File: src/rtl/bcd_stopwatch_ctrl.sv
// bcd_stopwatch_ctrl: stopwatch run control, count-tick prescaler and 4-digit BCD counter; LAP freeze built in with BCD_STOPWATCH_LAP_EN.
// Latency: commands and ticks land on the next clk edge; all outputs are registered.
// Backpressure: none; single-cycle commands are always accepted, priority clear > start_stop > lap.
module bcd_stopwatch_ctrl #(
    parameter int TICK_DIV = 100000
) (
    input  logic        clk,
    input  logic        rst,
    input  logic        start_stop,
    input  logic        lap,
    input  logic        clear,
    output logic [15:0] digits,
    output logic        running,
    output logic        tick,
    output logic        overflow
);
    localparam int            PW         = $clog2(TICK_DIV);
    localparam logic [PW-1:0] PRESC_LAST = PW'(TICK_DIV - 1);

`ifdef BCD_STOPWATCH_LAP_EN
    typedef enum logic [1:0] {S_IDLE, S_RUN, S_PAUSE, S_LAP} state_t;
`else
    typedef enum logic [1:0] {S_IDLE, S_RUN, S_PAUSE} state_t;
`endif

    state_t        state, state_n;
    logic [PW-1:0] presc, presc_n;
    logic [15:0]   count, count_n, count_inc, digits_n;
    logic          carry_out, tick_n, ovf_n, counting, running_n;

    // Ripple increment; any digit >= 9 (including stray A-F) rolls to 0 and carries.
    always_comb begin
        count_inc = count;
        carry_out = 1'b1;
        for (int i = 0; i < 4; i++) begin
            if (carry_out) begin
                if (count[4*i +: 4] >= 4'd9) begin
                    count_inc[4*i +: 4] = 4'd0;
                end else begin
                    count_inc[4*i +: 4] = count[4*i +: 4] + 4'd1;
                    carry_out = 1'b0;
                end
            end
        end
    end

`ifdef BCD_STOPWATCH_LAP_EN
    logic [15:0] lap_q, lap_n;
    assign counting  = (state == S_RUN) || (state == S_LAP);
    assign running_n = (state_n == S_RUN) || (state_n == S_LAP);
    assign digits_n  = (state_n == S_LAP) ? lap_n : count_n;
`else
    logic unused_lap;
    assign unused_lap = lap;
    assign counting   = (state == S_RUN);
    assign running_n  = (state_n == S_RUN);
    assign digits_n   = count_n;
`endif

    always_comb begin
        state_n = state;
        presc_n = presc;
        count_n = count;
        tick_n  = 1'b0;
        ovf_n   = overflow;
`ifdef BCD_STOPWATCH_LAP_EN
        lap_n   = lap_q;
`endif
        if (counting) begin
            if (presc == PRESC_LAST) begin
                presc_n = '0;
                tick_n  = 1'b1;
                count_n = count_inc;
                if (carry_out) ovf_n = 1'b1;
            end else begin
                presc_n = presc + 1'b1;
            end
        end

        if (clear) begin
            state_n = S_IDLE;
            presc_n = '0;
            count_n = '0;
            tick_n  = 1'b0;
            ovf_n   = 1'b0;
`ifdef BCD_STOPWATCH_LAP_EN
            lap_n   = '0;
`endif
        end else if (start_stop) begin
            case (state)
                S_IDLE, S_PAUSE: state_n = S_RUN;
                default:         state_n = S_PAUSE;
            endcase
        end
`ifdef BCD_STOPWATCH_LAP_EN
        else if (lap) begin
            // Capture uses count_n so a tick on the same edge is included.
            if (state == S_RUN) begin
                state_n = S_LAP;
                lap_n   = count_n;
            end else if (state == S_LAP) begin
                state_n = S_RUN;
            end
        end
`endif
    end

    always_ff @(posedge clk or posedge rst) begin
        if (rst) begin
            state    <= S_IDLE;
            presc    <= '0;
            count    <= '0;
            digits   <= '0;
            running  <= 1'b0;
            tick     <= 1'b0;
            overflow <= 1'b0;
`ifdef BCD_STOPWATCH_LAP_EN
            lap_q    <= '0;
`endif
        end else begin
            state    <= state_n;
            presc    <= presc_n;
            count    <= count_n;
            digits   <= digits_n;
            running  <= running_n;
            tick     <= tick_n;
            overflow <= ovf_n;
`ifdef BCD_STOPWATCH_LAP_EN
            lap_q    <= lap_n;
`endif
        end
    end
endmodule

File: config.mk
export PLATFORM = sky130hd
export DESIGN_NAME = bcd_stopwatch_ctrl
export DESIGN_NICKNAME = d
export VERILOG_FILES = /design/src/rtl/bcd_stopwatch_ctrl.sv
export SDC_FILE = /design/constraint.sdc
export NUM_CORES = 1
export LEC_CHECK = 0
export BUFFER_PORTS_ARGS = -buffer_cell sky130_fd_sc_hd__buf_2
export CAP_MARGIN = 20
export CELL_PAD_IN_SITES_DETAIL_PLACEMENT = 1
export CELL_PAD_IN_SITES_GLOBAL_PLACEMENT = 1
export CORE_AREA = 2 2 64 127
export CTS_CLUSTER_DIAMETER = 50
export DETAILED_ROUTE_END_ITERATION = 8
export DIE_AREA = 0 0 66 129
export PLACE_DENSITY_LB_ADDON = 0.1
export SLEW_MARGIN = 10
export SYNTH_ARGS = -nofsm -noshare
export SYNTH_HDL_FRONTEND = slang
export SYNTH_SLANG_ARGS = --single-unit
File: constraint.sdc
create_clock -name clk -period 3.4 [get_ports clk]
set_input_delay 0.17 -clock clk [delete_from_list [all_inputs] [get_ports clk]]
set_output_delay 0.17 -clock clk [all_outputs]
set_load 0.005 [all_outputs]
# ---- Word-level counts from Yosys, hierarchy flattened
# Cells that the tools add are included.
dict set report totals {
  register_bits 38
  inputBits 5
  out_inout_bits 19
  word_cells 65
}
dict set report classes {
  add_sub_neg 5
  order_cmp 4
  n_eq_ne 4
  muxes 30
  reduce_logical 13
}
# operator count
set ops {}
lappend ops {{two-way mux 17 bit} 3}
lappend ops {{two-way mux 16 bit} 3}
lappend ops {{two-way mux 4 bit} 7}
lappend ops {{adder 17 x 1 -> 17 bit (second input constant)} 1}
lappend ops {{== test 17 bit (second input constant)} 1}
lappend ops {{adder 4 x 1 -> 4 bit (second input constant)} 4}
lappend ops {{>= comparator 4 bit (second input constant)} 4}
lappend ops {{two-way mux 1 bit} 14}
lappend ops {{AND reduction 3 bit} 4}
lappend ops {{nonzero test 2 bit} 6}
lappend ops {{two-way mux 2 bit} 3}
lappend ops {{== test 2 x 1 -> 1 bit (second input constant)} 2}
lappend ops {{== test 2 bit (second input constant)} 1}
lappend ops {{zero test 2 bit} 1}
lappend ops {{AND reduction 2 bit} 1}
lappend ops {{OR reduction 2 bit} 1}

# ---- Logic depth before layout (Yosys ltp)
dict set report depth {
  word_depth 9
  ltp_mapped 7
  depth_no_buf 7
}

# ---- Worst setup path after synthesis
# Ideal clock, no wire load.
dict set report synth_timing {
  path_kind {reg2reg}
  start {register count[8]}
  end {register count[14]}
  setup_time_ns 0.078
  arrival_ns 1.843
  setup_slack_ns 1.479
  path_stages_with_launch 8
  synth_period_minus_slack_ns 1.921
  path_cell_list {dfrtp_1 inv_1 ha_1 or3b_2 and4_1 nand4_4 or4b_1 a21oi_1}
}
dict set report synth_between {
  elab_chain_len 5
}
# item line
set synth_rtl {}
lappend synth_rtl {{from (decl)} 28} ;# logic [15:0] count, count_n, count_inc, digits_n;
lappend synth_rtl {{from (signal assigned)} 123} ;# count <= count_n;
lappend synth_rtl {{>= comparator 4 bit} 37} ;# if (count[4*i +: 4] >= 4'd9) begin
lappend synth_rtl {{two-way mux 1 bit} 37}
lappend synth_rtl {{two-way mux 1 bit} 36} ;# if (carry_out) begin
lappend synth_rtl {{nonzero test 2 bit (no line)} --}
lappend synth_rtl {{AND reduction 3 bit (no line)} --}
# No other way between the ends.
# A chain may end at the register's enable or synchronous reset.

# ---- Worst setup path after layout
dict set report layout_timing {
  start {register count[4]}
  end {register count[14]}
}
dict set report layout_between {
  elab_chain_len 6
}
# item line
set layout_rtl {}
lappend layout_rtl {{>= comparator 4 bit} 37}
lappend layout_rtl {{two-way mux 1 bit} 37}
lappend layout_rtl {{two-way mux 1 bit (2 in series)} 36}
lappend layout_rtl {{nonzero test 2 bit (no line)} --}
lappend layout_rtl {{AND reduction 3 bit (no line)} --}
# No other way between the ends.

==> flow_metrics.env <==
export IMPL_design_area_mm2=0.00264
export IMPL_fin_ws_ns=1.23
export IMPL_register_area_um2=951
export IMPL_holdBufCountCts=0
export IMPL_place_worst_setup_slack_ns=1.22
export IMPL_synth_area_leaders="dfrtp_1 43%, ha_1 7.3%, nor2_1 4.9%"
export IMPL_antenna_found_initial=0
export IMPL_p_total_mw=1.14
export IMPL_synthDistinctLibCells=44
export IMPL_post_cts_resized=0
export IMPL_cts_buffer_depth=2
export IMPL_post_route_min_period_ns=2.17
export IMPL_fp_row_count=45
export IMPL_vias_per_cell=5.17
export IMPL_r2r_start="count[4]$_DFFE_PP0P_"
export IMPL_cp_start_kind="flip-flop"
export IMPL_crit_type="reg2reg"
export IMPL_fin_util=0.350
export IMPL_htree_levels=2
export IMPL_fp_dieW_um=66
export IMPL_synth_seq_area_share=0.429
export IMPL_routed_wirelength_um=5780
export IMPL_grt_max_degree=30
export IMPL_core_mm2=0.00754
export IMPL_rr_endpoint="count[14]$_DFFE_PP0P_"
export IMPL_drt_iter0_markers=40
export IMPL_worst_pin_slew_ns=0.885
export IMPL_rr_worst_depth=7
export IMPL_clock_skew_ns=0.00395
export IMPL_dieArea_mm2=0.00851
export IMPL_synthCells=239
export IMPL_crit_chain="inv_1 -> ha_1 -> or3b_1 -> and4_1 -> nand4_4 -> or4b_1 -> a21oi_1"
export IMPL_critPathSlowestCell="or4b_1"
export IMPL_grt_pass1_vias=1911
export IMPL_die_h_um=129
export IMPL_critPathTopFamily="simple AND/OR/NAND/NOR gates"
export IMPL_io_pins=24
export IMPL_crit_cells=7
export IMPL_hold_viol=0
export IMPL_start_util=0.294
export IMPL_port_buffers=22
export IMPL_rsz0062_at_grt="no"
export IMPL_grt_pass1_wl_um=9520
export IMPL_dr_pass1_iters=4
export IMPL_cts_sinks=38
export IMPL_grt_overflow=0
export IMPL_leakagePower_nw=1.17
export IMPL_critical_path_buf_inv_count=1
export IMPL_relSlewSlack=0.409
export IMPL_fin_tns_setup_ns=0
export IMPL_synth_fp_nets=257
export IMPL_cap_violations=0
export IMPL_cts_tree="yes"
export IMPL_syn_area_mm2=0.00222
export IMPL_final_nets=282
export IMPL_required_ns=3.61
export IMPL_cp_startpoint="count[4]$_DFFE_PP0P_"
export IMPL_placedInstanceArea_mm2=0.00244
export IMPL_critPathCapture="count[14]$_DFFE_PP0P_"
export IMPL_wl_per_cell_um=16.1
export IMPL_clock_latency_ns=0.29
export IMPL_ant_nets=0
export IMPL_hold_class="in2async"
export IMPL_clk_pin_slew_ns=0.06
export IMPL_netlist_top_cells_count="38 x dfrtp_1, 29 x nor2_1, 18 x a21oi_1, 18 x nand2_1"
export IMPL_critical_path_max_stage_delay_ns=0.53
export IMPL_cp_end_kind="flip-flop"
export IMPL_n_antenna_cell=0
export IMPL_r2r_setup_slack_ns=1.23
export IMPL_synthFlopType="dfrtp_1"
export IMPL_yosysTopAreaCell="dfrtp_1"
export IMPL_place_congestion=0.741
export IMPL_synth_most_common_cell="dfrtp_1"
export IMPL_timing_final_crit_share=0.640
export IMPL_cts_made_buffers=5
export IMPL_ys_warn_count=0
export IMPL_setup_viol=0
export IMPL_powerDensity_mw_per_mm2=434
export IMPL_critPathMaxFanout=9
export IMPL_multi_input_area_mm2=0.00119
export IMPL_fmax_ghz=0.460
export IMPL_ir_drop_mv=0.164
export IMPL_cts_setup_buffers=0
export IMPL_synth_top_area_share=0.429
export IMPL_grt_total_usage=0.149
export IMPL_ys_ff_latch=38
export IMPL_fillCellCount=902
export IMPL_root_buffer="clkbuf_16"
export IMPL_synth_edff_count=0
export IMPL_drc=0
export IMPL_route_vias_total=1857
export IMPL_finalMaxSlewViolations=0
export IMPL_async_reset_ff_frac=1.00
export IMPL_drive_above_1_share=0.158
export IMPL_syn_area_per_cell_um2=9.28
export IMPL_area_growth_pct=19.0
export IMPL_status="finished, final reports clean"
export IMPL_dp_hpwl_um=4340
export IMPL_cp_arrival_ns=2.39
==> cells by family after synthesis <==
kind of cell | Yosys count | share of synthesized area
buffers and inverters | 20 | 0.0361
and+or+nand+nor | 114 | 0.301
adders and majority gates | 13 | 0.0733
AOI/OAI and AO/OA | 39 | 0.102
xor gates and xnor gates | 14 | 0.0553
muxes | 1 | 0.00451
DFF | 38 | 0.429
==> registers in the layout (all words and copies together), names as in the netlist <==
register,count
count,16
overflow,1
presc,17
running,1
state,2
tick,1
==> where the power goes <==
group | switching, mW | internal (mW)
sequential | 0.00414 | 0.457
combinational | 0.0339 | 0.0129
clock | 0.196 | 0.441
total | 0.234 | 0.911
==> cell type report <==
cell class / count / share of cell area
tap: 94 / 0.0445
inverter: 12 / 0.0171
multi-input combinational: 181 / 0.450
timing repair buffer: 26 / 0.0531
clock inverter: 2 / 0.0227
sequential: 38 / 0.360
clock buffer: 6 / 0.0526
==> metal layers <==
| metal | vias up | routed length (um) | track usage |
|---|---|---|---|
| met5 | - | 0 | 0 |
| met4 | 0 | 124 | 0.0636 |
| met3 | 9 | 128 | 0.0253 |
| met2 | 21 | 3480 | 0.302 |
| met1 | 937 | 2050 | 0.138 |
| li1 | 890 | - | - |
==> worst min path at each step <==
stage               start                   end  slack, ns  cells after the start
2_1_floorplan  start_stop    state[0]$_DFF_PP0_       0.34                      2
3_3_place_gp          rst  presc[2]$_DFFE_PP0P_       0.41                      2
3_5_place_dp          rst  presc[2]$_DFFE_PP0P_       0.43                      2
4_1_cts               rst  count[1]$_DFFE_PP0P_       0.12                      2
5_1_grt               rst  count[1]$_DFFE_PP0P_       0.16                      2
6_report              rst  count[1]$_DFFE_PP0P_       0.06                      2
==> cells in the final DEF, fill, tap and decap left out, types with 2 or more instances in the layout <==
cell       count
or3b_1         2
dfrtp_1       38
bufinv_16      2
clkbuf_16      5
or3_1          4
nand2_1       18
nand4b_1       2
buf_2         22
nor4_1         2
nand3_1       13
nor3_1         6
a21oi_1       18
and4_1         4
buf_4          4
nor2b_1        4
o21ai_0       12
xor2_1         8
xnor2_1        6
ha_1          13
inv_1         12
nand2b_1       4
nand4_1       11
nor2_1        29
and2_1         4
==> stage by stage <==
step | std cells | hold WS, ns
2_1_floorplan | 239 | 0.345
4_1_cts | 359 | 0.115
5_1_grt | 359 | 0.157
6_report | 359 | 0.0650
3_3_place_gp | 351 | 0.409
3_5_place_dp | 351 | 0.425
Note: power is estimated with default switching activity, not from simulation.
